[src/rtl/uart_loopback_top.sv]
// 8N1 UART echo: every byte received on uart_rxd is retransmitted on uart_txd,
// with a one-byte holding buffer covering back-to-back arrivals while TX is busy.
module uart_loopback_top #(
    parameter int CLK_FREQ = 50_000_000,
    parameter int UART_BPS = 115200
) (
    input  logic sys_clk,
    input  logic sys_rst,
    input  logic uart_rxd,
    output logic uart_txd
);
    localparam int               BPS_CNT  = CLK_FREQ / UART_BPS;
    localparam int               CNT_W    = $clog2(BPS_CNT + 1);
    localparam logic [CNT_W-1:0] BIT_LAST = CNT_W'(BPS_CNT - 1);
    localparam logic [CNT_W-1:0] BIT_MID  = CNT_W'(BPS_CNT / 2);
    localparam logic [CNT_W-1:0] CNT_ONE  = CNT_W'(1);

    typedef enum logic [1:0] {S_IDLE, S_START, S_DATA, S_STOP} state_e;

    logic [2:0]       rxd_sync_q;
    logic             rx_in;
    logic             rx_fall;
    state_e           rx_state_q;
    logic [CNT_W-1:0] rx_cnt_q;
    logic [2:0]       rx_bit_q;
    logic [7:0]       rx_shift_q;
    logic [7:0]       rx_data_q;
    logic             rx_done_q;

    state_e           tx_state_q;
    logic [CNT_W-1:0] tx_cnt_q;
    logic [2:0]       tx_bit_q;
    logic [7:0]       tx_data_q;
    logic             txd_q;
    logic [7:0]       buf_q;
    logic             buf_full_q;

    logic             tx_end;
    logic             tx_free;
    logic             launch;
    logic [7:0]       launch_byte;

    // [0]/[1] form the synchroniser, [2] is the previous synced level for edge detect
    always_ff @(posedge sys_clk or posedge sys_rst) begin
        if (sys_rst) rxd_sync_q <= 3'b111;
        else         rxd_sync_q <= {rxd_sync_q[1:0], uart_rxd};
    end

    assign rx_in   = rxd_sync_q[1];
    assign rx_fall = rxd_sync_q[2] & ~rxd_sync_q[1];

    always_ff @(posedge sys_clk or posedge sys_rst) begin
        if (sys_rst) begin
            rx_state_q <= S_IDLE;
            rx_cnt_q   <= '0;
            rx_bit_q   <= '0;
            rx_shift_q <= '0;
            rx_data_q  <= '0;
            rx_done_q  <= 1'b0;
        end else begin
            rx_done_q <= 1'b0;
            case (rx_state_q)
                S_IDLE: begin
                    if (rx_fall) begin
                        rx_state_q <= S_START;
                        rx_cnt_q   <= '0;
                    end
                end
                S_START: begin
                    if (rx_cnt_q == BIT_MID && rx_in) begin
                        rx_state_q <= S_IDLE;
                        rx_cnt_q   <= '0;
                    end else if (rx_cnt_q == BIT_LAST) begin
                        rx_state_q <= S_DATA;
                        rx_cnt_q   <= '0;
                        rx_bit_q   <= '0;
                    end else begin
                        rx_cnt_q <= rx_cnt_q + CNT_ONE;
                    end
                end
                S_DATA: begin
                    if (rx_cnt_q == BIT_MID) rx_shift_q <= {rx_in, rx_shift_q[7:1]};
                    if (rx_cnt_q == BIT_LAST) begin
                        rx_cnt_q <= '0;
                        if (rx_bit_q == 3'd7) rx_state_q <= S_STOP;
                        else                  rx_bit_q   <= rx_bit_q + 3'd1;
                    end else begin
                        rx_cnt_q <= rx_cnt_q + CNT_ONE;
                    end
                end
                S_STOP: begin
                    // Leave at mid-stop so the next start edge is seen without delay
                    if (rx_cnt_q == BIT_MID) begin
                        rx_state_q <= S_IDLE;
                        rx_cnt_q   <= '0;
                        if (rx_in) begin
                            rx_done_q <= 1'b1;
                            rx_data_q <= rx_shift_q;
                        end
                    end else begin
                        rx_cnt_q <= rx_cnt_q + CNT_ONE;
                    end
                end
                default: rx_state_q <= S_IDLE;
            endcase
        end
    end

    assign tx_end      = (tx_state_q == S_STOP) && (tx_cnt_q == BIT_LAST);
    assign tx_free     = (tx_state_q == S_IDLE) || tx_end;
    assign launch      = tx_free && (buf_full_q || rx_done_q);
    assign launch_byte = buf_full_q ? buf_q : rx_data_q;

    always_ff @(posedge sys_clk or posedge sys_rst) begin
        if (sys_rst) begin
            tx_state_q <= S_IDLE;
            tx_cnt_q   <= '0;
            tx_bit_q   <= '0;
            tx_data_q  <= '0;
            txd_q      <= 1'b1;
            buf_q      <= '0;
            buf_full_q <= 1'b0;
        end else begin
            // Buffered byte wins a free TX slot; a coincident new byte takes its place
            if (tx_free && buf_full_q) begin
                if (rx_done_q) buf_q      <= rx_data_q;
                else           buf_full_q <= 1'b0;
            end else if (rx_done_q && !tx_free && !buf_full_q) begin
                buf_q      <= rx_data_q;
                buf_full_q <= 1'b1;
            end

            if (launch) begin
                tx_state_q <= S_START;
                tx_cnt_q   <= '0;
                tx_bit_q   <= '0;
                tx_data_q  <= launch_byte;
                txd_q      <= 1'b0;
            end else begin
                case (tx_state_q)
                    S_IDLE: txd_q <= 1'b1;
                    S_START: begin
                        if (tx_cnt_q == BIT_LAST) begin
                            tx_state_q <= S_DATA;
                            tx_cnt_q   <= '0;
                            txd_q      <= tx_data_q[0];
                        end else begin
                            tx_cnt_q <= tx_cnt_q + CNT_ONE;
                        end
                    end
                    S_DATA: begin
                        if (tx_cnt_q == BIT_LAST) begin
                            tx_cnt_q <= '0;
                            if (tx_bit_q == 3'd7) begin
                                tx_state_q <= S_STOP;
                                txd_q      <= 1'b1;
                            end else begin
                                tx_bit_q <= tx_bit_q + 3'd1;
                                txd_q    <= tx_data_q[tx_bit_q + 3'd1];
                            end
                        end else begin
                            tx_cnt_q <= tx_cnt_q + CNT_ONE;
                        end
                    end
                    S_STOP: begin
                        if (tx_cnt_q == BIT_LAST) begin
                            tx_state_q <= S_IDLE;
                            tx_cnt_q   <= '0;
                            txd_q      <= 1'b1;
                        end else begin
                            tx_cnt_q <= tx_cnt_q + CNT_ONE;
                        end
                    end
                    default: begin
                        tx_state_q <= S_IDLE;
                        txd_q      <= 1'b1;
                    end
                endcase
            end
        end
    end

    assign uart_txd = txd_q;

endmodule

[config.mk]
export PLATFORM = sky130hd
export DESIGN_NAME = uart_loopback_top
export DESIGN_NICKNAME = d
export VERILOG_FILES = /design/src/rtl/uart_loopback_top.sv
export SDC_FILE = /design/constraint.sdc
export NUM_CORES = 1
export LEC_CHECK = 0
export ABC_CLOCK_PERIOD_IN_PS = 2700
export CAP_MARGIN = 5
export CORE_MARGIN = 4
export CORE_UTILIZATION = 35
export CTS_CLUSTER_SIZE = 14
export DETAILED_ROUTE_END_ITERATION = 8
export PLACE_DENSITY = 0.5
export SYNTH_ARGS = -nofsm -noshare
export SYNTH_HDL_FRONTEND = slang
export SYNTH_SLANG_ARGS = --single-unit
export TNS_END_PERCENT = 30
[constraint.sdc]
create_clock -name sys_clk -period 2.7 [get_ports sys_clk]
set_input_delay 0.54 -clock sys_clk [delete_from_list [all_inputs] [get_ports sys_clk]]
set_output_delay 0.54 -clock sys_clk [all_outputs]
set_load 0.05 [all_outputs]
==> results.yml, run 1 <==
synthesis:
  avgSynthCellArea_sq_um: 11.4
  synth_seq_cells: 66
  synth-compound-area-share: 0.131
  muxShareOfSynthArea: 0.130
  ys_seq_area_frac: 0.510
  synth_simple_gate_area_frac: 0.136
  synth_area_sq_um: 3250
  synthAdderAreaFrac: 0.0578
  syn_inst: 286
  post_synth_xor_area_fraction: 0.0162
  synth_top_family_by_area: "simple AND/OR/NAND/NOR gates"
  yosys_warnings: 0
  synth.distinct_cells: 53
  ys.flop_type: "dfrtp_1"
  synth_edf_count: 0
  synth_nets: 304
  async_reset_ff_frac: 1.00
cells_and_area:
  drive_gt1_frac: 0.197
  nets: 317
  final_cells: 412
  antenna-diode-count: 0
  nFillCells: 853
  area_growth_pct: 12.1
die:
  core.rowCount: 34
  start_util: 0.365
  die_area_sq_um: 10900
  die_w_microns: 104
  core_sq_um: 8890
  ios: 4
  die_h_microns: 104
sta:
  min_period_ns: 2.20
  fin_crit_sh: 0.816
  tightest_slew_ns: 0.514
  relSlewSlack: 0.657
  hold_violations: 0
  fin_setup_tns_ns: 0
  drv_slew: 0
  rsz0062_at_grt: "no"
  finalSetupViolCount: 0
  clock_skew_ns: 0.00976
  fmax_mhz: 454
global_routing:
  grtUsageMet1: 0.145
  grtUsageMet2: 0.185
  antenna_found_initial: 0
  first_global_vias: 2111
  busiest_layer: "met2"
  grt_max_degree: 41
  gr-usage-all-layers: 0.114
  grt_overflow: 0
  gr-usage-met3: 0.0335
  grt_first_pass_wirelength_microns: 10200
critical_path:
  cp.arrival_ns: 1.66
  critPathKind: "flop to output port"
  path_delay_family: "buffers and inverters"
  cp_cell_sequence: "clkdlybuf4s50_1"
  critPathLaunchType: "flop"
  critPathSlowestCell: "clkdlybuf4s50_1"
  critPathBufInv: 1
  critical_path.max_fanout: 2
  cpPeakStageDelay_ns: 0.79
  crit_required_ns: 2.16
  cp-end-kind: "output port"
  reg2reg_slack_ns: 0.64
detailed_routing:
  dr.pass1.iters: 4
  drc_errors: 0
  detail-route-antenna-nets: 0
  vias: 2093
  vias_per_cell: 5.08
  drt-total-wl_microns: 5690
  drt-initial-drc-count: 39
  wl_per_cell_microns: 13.8
clocking:
  clk_pin_slew_ns: 0.08
  cts_hold_buf: 0
  clockBufferDepth: 2
  root_buffer: "clkbuf_8"
  clk_latency_ns: 0.34
  cts.sinks: 66
  cts_buffers: 9
  ctsResizeCount: 0
  cts_setup_buffers: 0
  cts_tree: "yes"
  htreeDepth: 3
status:
  status: "finished clean"
flow_run:
  max_cap_viol_count: 0
place:
  port_buffers: 3
  hpwlAfterDp_microns: 3890
  gp_congestion: 0.753
  dp.cells: 396
power:
  leakage_uw: 0.00166
  ir_drop_v: 0.000324
  p_per_area_nw_per_um2: 599
hold_path:
  hold_class: "flop to flop"
## synthesized netlist by cell type (2+ instances only)
cell type  instances  area share
dfrtp_1           62        0.48
nor2_1            25       0.029
mux2_2            24       0.083
a21oi_1           21       0.032
nand2_1           19       0.022
ha_1              15       0.058
mux2i_1           13       0.040
inv_1             10       0.012
o21ai_0           10       0.015
nand3_1            8       0.012
and3_1             6       0.012
o21a_1             6       0.014
a22o_1             5       0.013
clkbuf_1           4      0.0046
dfstp_2            4       0.032
o22ai_1            4      0.0077
xnor2_1            4       0.011
nor3_1             3      0.0046
a211o_1            2      0.0054
a22oi_1            2      0.0046
and2_1             2      0.0038
nand2b_1           2      0.0038
nand4b_1           2      0.0054
nor2b_1            2      0.0038
o21bai_1           2      0.0046
xor2_1             2      0.0054
## flip-flops by register name (all words and copies together) (netlist names), named ones only
name	cells
rx_cnt_q	9
tx_cnt_q	9
buf_q	8
rx_data_q	8
rx_shift_q	8
tx_data_q	8
rx_bit_q	3
rxd_sync_q	3
tx_bit_q	3
tx_state_q	2
buf_full_q	1
rx_done_q	1
rx_state_q	1
uart_txd	1
## power breakdown
| group | leakage [uW] | internal [uW] | switching [uW] |
|---|---|---|---|
| Sequential | 0.000892 | 1040 | 78.5 |
| Clock | 0.0000987 | 521 | 395 |
| Combinational | 0.000666 | 74.5 | 72.4 |
## worst paths after layout
path,from,to,cells after the start
worst max-delay path,uart_txd,uart_txd,1
worst min-delay path,rxd_sync_q[0],rxd_sync_q[1],0
worst max register to register,tx_cnt_q[1],tx_data_q[3],8
worst min register to register,rxd_sync_q[0],rxd_sync_q[1],0
max in group asynchronous,sys_rst,buf_q[6],3
min in group asynchronous,sys_rst,rx_cnt_q[1],3
## metal layers
layer | vias up | wire length (microns)
met5 | - | 0
met4 | 0 | 89
met3 | 10 | 174
met2 | 20 | 2730
met1 | 1014 | 2700
li1 | 1049 | -
## stage by stage
step                setup WS, ns  total power (uW)  hold WS [ns]  cell area, sq um   util
floorplan                  0.512              1240         0.345              3250      -
global placement           0.718              1280         0.347              3420  0.385
detailed placement         0.682              1290         0.349              3420  0.385
CTS                        0.475              2220         0.361              3640  0.410
global route               0.465              2300         0.371              3640  0.410
finish                     0.498              2180         0.359              3640  0.410
## cells by family after synthesis
family	after synthesis
mux	38
fa+ha+maj	15
simple gates	81
buf+inv	16
flops	66
compound gates	64
xor+xnor	6
## cells in the final DEF, fill, tap and decap left out, types with 8 or more instances in the layout
cell,n
dfrtp_1,62
nor2_1,25
mux2_2,24
a21oi_1,21
nand2_1,19
ha_1,15
mux2i_1,13
o21ai_0,10
inv_1,9
clkbuf_8,9
nand3_1,8
## final cells by class
type                    instances  area [sq um]  area share
multi-input cells             204          1530       0.419
clock inverters                 6          91.3      0.0251
well taps                     108           135      0.0371
inverters                      10          37.5      0.0103
flip-flops and latches         66          1660       0.455
clock buffers                  10           128      0.0350
repair buffers                  8          67.6      0.0185
No activity file was read; power rests on OpenSTA's default activity.
==> run 2, diff against run 1 <==
--- a/config.mk
+++ b/config.mk
@@ -5,13 +5,13 @@
 export SDC_FILE = /design/constraint.sdc
 export NUM_CORES = 1
 export LEC_CHECK = 0
-export ABC_CLOCK_PERIOD_IN_PS = 2700
+export ABC_CLOCK_PERIOD_IN_PS = 1900
 export CAP_MARGIN = 5
 export CORE_MARGIN = 4
 export CORE_UTILIZATION = 35
 export CTS_CLUSTER_SIZE = 14
 export DETAILED_ROUTE_END_ITERATION = 8
-export PLACE_DENSITY = 0.5
+export PLACE_DENSITY = 0.51
 export SYNTH_ARGS = -nofsm -noshare
 export SYNTH_HDL_FRONTEND = slang
 export SYNTH_SLANG_ARGS = --single-unit
==> constraint.sdc (replaced) <==
create_clock -name sys_clk -period 1.9 [get_ports sys_clk]
set_input_delay 0.38 -clock sys_clk [delete_from_list [all_inputs] [get_ports sys_clk]]
set_output_delay 0.38 -clock sys_clk [all_outputs]
set_load 0.05 [all_outputs]
==> run 2 against run 1 <==
Effect of this change:
- total power up 52%
- sequential cell count did not move
- combinational power rose by 89%
- sequential share of layout area shrank 2.9 points
- clock power is 62% higher
- largest power group unchanged
- highest routed layer unchanged
==> results.yml, run 2 (same netlist as run 1, synthesis figures left out) <==
status:
  status: "finished clean"
clocking:
  root_buffer: "clkbuf_8"
  cts_buffers: 9
  clockBufferDepth: 2
  cts.sinks: 66
  cts_tree: "yes"
  clk_pin_slew_ns: 0.08
  clk_latency_ns: 0.34
  htreeDepth: 3
global_routing:
  first_global_vias: 2198
  antenna_found_initial: 0
  grt_first_pass_wirelength_microns: 10700
  grt_overflow: 0
  grt_max_degree: 41
  gr-usage-all-layers: 0.118
critical_path:
  critPathLaunchType: "flop"
  cp.arrival_ns: 2.05
  critical_path.max_fanout: 8
  critPathKind: "flop to flop"
  rr_startpoint: "tx_cnt_q[1]"
  cp-end-kind: "flop"
  crit_required_ns: 2.12
  cp-startpoint: "tx_cnt_q[1]"
place:
  hpwlAfterDp_microns: 4100
  port_buffers: 3
  gp_congestion: 0.771
  placed_area_sq_um: 3590
flow_run:
  max_cap_viol_count: 0
sta:
  fmax_mhz: 549
  rsz0062_at_grt: "yes"
  min_period_ns: 1.82
  tightest_slew_ns: 0.407
  clock_skew_ns: 0.00872
  finalSetupViolCount: 0
  hold_violations: 0
  drv_slew: 0
  relSlewSlack: 0.728
  whs_ns: 0.359
  fin_crit_sh: 0.959
detailed_routing:
  dr.pass1.iters: 5
  wl_per_cell_microns: 13.5
  drt-initial-drc-count: 57
  drc_errors: 0
  detail-route-antenna-nets: 0
  vias_per_cell: 5.08
  drt-total-wl_microns: 5830
  vias: 2198
die:
  start_util: 0.365
  die_area_sq_um: 10900
  die_h_microns: 104
  ios: 4
  core.rowCount: 34
  die_w_microns: 104
  core_sq_um: 8890
cells_and_area:
  nets: 338
  final_core_util: 0.439
  antenna-diode-count: 0
  area_growth_pct: 20.1
  top_regs: "rx_cnt_q: 9 flops, tx_cnt_q: 9 flops"
  final_common_cell: "dfrtp_1"
  final_cell_mix: "60 x dfrtp_1, 25 x nor2_1, 24 x buf_4"
  stdcell_area_sq_um: 3900
  drive_gt1_frac: 0.274
hold_path:
  hold_class: "flop to flop"
  hp-start: "rxd_sync_q[0]"
power:
  leakage_uw: 0.00180
  p_per_area_nw_per_um2: 852
  ir_drop_v: 0.000479
run 2: changes by cell type in the layout (fill, tap and decap cells not counted), moves of 2 or more:
cell,delta
buf_4,+19
mux2_2,-2
dfrtp_2,+2
buf_12,+2
mux2_4,+2
dfrtp_1,-2
clkinvlp_4,-2
run 2: final timing paths:
check | to | slack [ns] | depth (start not counted)
min reg2reg | rxd_sync_q[1] | 0.36 | 0
max | buf_q[6] | 0.08 | 7
min in group asynchronous | rx_cnt_q[5] | 0.39 | 2
max reg2reg | buf_q[6] | 0.08 | 7
max in group asynchronous | uart_txd | 0.96 | 3
min | rxd_sync_q[1] | 0.36 | 0
run 2: worst max-delay path, cell delays in order (launching register included):
cell	delay, ns
dfrtp_1	0.39
inv_2	0.08
ha_4	0.13
nand4bb_4	0.12
o31a_4	0.38
o21ai_4	0.15
buf_12	0.14
mux2_2	0.32
run 2: per-stage QoR:
stage	worst slack [ns]	power (uW)	cells	TNS [ns]
after global placement	-0.0121	1870	416	-0.0860
final	0.0773	3330	433	0
after CTS	0.00933	3390	433	0
after detailed placement	-0.0366	1880	416	-0.272
after global routing	-0.00896	3520	433	-0.00896
after floorplan	0.0391	1760	286	0
run 2: routing by layer:
layer / up-vias / global-route usage / share of wire
li1: 1099 / - / -
met1: 1072 / 0.168 / 0.52
met2: 20 / 0.172 / 0.44
met3: 7 / 0.0310 / 0.026
met4: 0 / 0.0437 / 0.013
met5: - / 0 / 0
run 2: where the power goes:
part / switching [uW] / internal (uW) / total (uW)
clock: 568 / 913 / 1480
combinational: 134 / 144 / 278
sequential: 86.7 / 1480 / 1570
run 2: area by class of cell:
cell class	instances	area (sq um)
tap	108	135
clock buffer	10	138
multi-input combinational	204	1560
sequential	66	1660
timing repair buffer	29	251
inverter	10	41.3
clock inverter	6	113
fill	821	4990
run 2: repair_timing:
action                                  4_1_cts  5_1_grt
endpoints found under the setup margin        8       25
hold buffers                                  0        0
setup buffers                                 1        0
gates resized for setup                       4        8
pin swaps                                     2        1
==> run 3, diff against run 2 <==
--- a/config.mk
+++ b/config.mk
@@ -5,13 +5,12 @@
 export SDC_FILE = /design/constraint.sdc
 export NUM_CORES = 1
 export LEC_CHECK = 0
-export ABC_CLOCK_PERIOD_IN_PS = 1900
 export CAP_MARGIN = 5
 export CORE_MARGIN = 4
-export CORE_UTILIZATION = 35
+export CORE_UTILIZATION = 30
 export CTS_CLUSTER_SIZE = 14
 export DETAILED_ROUTE_END_ITERATION = 8
-export PLACE_DENSITY = 0.51
+export PLACE_DENSITY = 0.46
 export SYNTH_ARGS = -nofsm -noshare
 export SYNTH_HDL_FRONTEND = slang
 export SYNTH_SLANG_ARGS = --single-unit
==> run 3 against run 2 <==
Effect of this change:
- critical endpoint is now buf_q[1]
- sequential share of layout area is 0.57 points lower
- worst setup slack lost 0.031 ns
- total power decreased by 7.6%
- global-route usage shrank 1.2 points
- sequential cell count stayed put
- final cell count rose by 7.4%
- largest cell class unchanged
- via count decreased by 1.2%
- non-clock buffer count rose by 5
- register-to-register slack worse by 0.03 ns
- wire length increased by 2.8%
- clock power down 19%
- first-iteration DRC count up 32%
==> results.yml, run 3 (same netlist as run 1, synthesis figures left out) <==
status:
  status: "finished clean"
detailed_routing:
  top_layer: "met4"
  detail-route-antenna-nets: 0
  drt-total-wl_microns: 5990
  vias: 2171
  dr_wl_met2_microns: 2720
  wl_met3_microns: 156
  dr.pass1.iters: 4
  wl_per_cell_microns: 12.9
  wl_met1_microns: 3000
  drc_errors: 0
  drt-initial-drc-count: 75
  vias_per_cell: 4.67
critical_path:
  cp-end-kind: "flop"
  r2r_end: "buf_q[1]"
  critPathKind: "flop to flop"
  cp.arrival_ns: 2.08
  rr_startpoint: "tx_cnt_q[1]"
  crit_required_ns: 2.12
  critical_path.max_fanout: 8
  reg2reg_slack_ns: 0.05
  r2r_cells: 7
  critPathLaunchType: "flop"
cells_and_area:
  nFillCells: 1032
  final_cell_mix: "61 x dfrtp_1, 29 x buf_4, 25 x nor2_1"
  top_regs: "rx_cnt_q: 9 flops, tx_cnt_q: 9 flops"
  area_growth_pct: 21.6
  final_cells: 465
  antenna-diode-count: 0
  drive_gt1_frac: 0.280
  final_common_cell: "dfrtp_1"
  nets: 343
sta:
  rsz0062_at_grt: "yes"
  relSlewSlack: 0.730
  hold_violations: 0
  fmax_mhz: 540
  clock_skew_ns: 0.00628
  fin_crit_sh: 0.975
  fin_setup_tns_ns: 0
  min_period_ns: 1.85
  finalSetupViolCount: 0
  drv_slew: 0
  tightest_slew_ns: 0.400
die:
  start_util: 0.312
  core_sq_um: 10400
  core.rowCount: 37
  die_h_microns: 112
  ios: 4
  die_area_sq_um: 12600
  die_w_microns: 112
power:
  p_per_area_nw_per_um2: 778
  leakage_uw: 0.00181
  ir_drop_v: 0.000525
clocking:
  root_buffer: "clkbuf_8"
  cts_buffers: 9
  htreeDepth: 3
  clk_pin_slew_ns: 0.07
  clockBufferDepth: 2
  clk_latency_ns: 0.34
  cts_tree: "yes"
  cts.sinks: 66
hold_path:
  holdPathStages: 0
  hp-start: "rxd_sync_q[0]"
  hold_class: "flop to flop"
  hold_end: "rxd_sync_q[1]"
place:
  hpwlAfterDp_microns: 4100
  port_buffers: 3
  gp_congestion: 0.735
  dp.cells: 448
global_routing:
  grt_max_degree: 67
  antenna_found_initial: 0
  gr-usage-all-layers: 0.107
  grt_overflow: 0
  first_global_vias: 2267
  grt_first_pass_wirelength_microns: 10900
flow_run:
  max_cap_viol_count: 0
-- run 3: cell types whose count changed in the layout (fill, tap and decap cells not counted), moves of 2 or more --
| cell | delta |
|---|---|
| mux2_2 | -6 |
| buf_4 | +5 |
| mux2_4 | +6 |
| bufinv_16 | -2 |
-- run 3: where the power goes --
group | switching (uW) | internal [uW] | total, uW
registers | 69.6 | 1480 | 1550
clock network | 534 | 670 | 1200
logic | 157 | 159 | 316
-- run 3: final cells by class --
cell class,count,area (sq um),share of cell area
inverter,10,41.3,0.0104
clock inverter,4,51.3,0.0130
multi-input combinational,204,1590,0.402
clock buffer,11,151,0.0383
tap,136,170,0.0431
sequential,66,1660,0.420
timing repair buffer,34,289,0.0731
-- run 3: worst max path at each step --
stage          cells after the start        start        to
2_1_floorplan                      6  tx_cnt_q[1]  buf_q[0]
3_5_place_dp                       6  tx_cnt_q[1]  buf_q[3]
6_report                           7  tx_cnt_q[1]  buf_q[1]
4_1_cts                            6  tx_cnt_q[1]  buf_q[5]
3_3_place_gp                       6  tx_cnt_q[1]  buf_q[2]
5_1_grt                            7  tx_cnt_q[1]  buf_q[5]
-- run 3: layer usage --
| metal | global-route usage | up-vias |
|---|---|---|
| li1 | - | 1103 |
| met1 | 0.137 | 1046 |
| met2 | 0.171 | 14 |
| met3 | 0.0291 | 8 |
| met4 | 0.0433 | 0 |
| met5 | 0 | - |
-- run 3: per-stage QoR --
| step | setup WS [ns] | hold WS [ns] | util | cell area, sq um | total power [uW] |
|---|---|---|---|---|---|
| global placement | -0.0175 | 0.348 | 0.351 | 3650 | 1890 |
| global route | -0.0394 | 0.361 | 0.379 | 3950 | 3250 |
| CTS | -0.0281 | 0.360 | 0.371 | 3870 | 3140 |
| finish | 0.0467 | 0.358 | 0.379 | 3950 | 3070 |
| floorplan | 0.0391 | 0.345 | - | 3250 | 1760 |
| detailed placement | -0.0423 | 0.349 | 0.351 | 3650 | 1900 |
-- run 3: critical path: stages (launching register included) --
cell	delay [ns]
dfrtp_1	0.39
inv_2	0.07
ha_4	0.13
nand4bb_4	0.12
o31a_4	0.41
o21ai_4	0.17
buf_12	0.15
mux2_4	0.30
-- run 3: timing repair --
item | 4_1_cts | 5_1_grt
setup buffers | 0 | 2
pin swaps | 1 | 2
hold buffers | 0 | 0
gates resized for setup | 2 | 15
endpoints found under the setup margin | 8 | 28
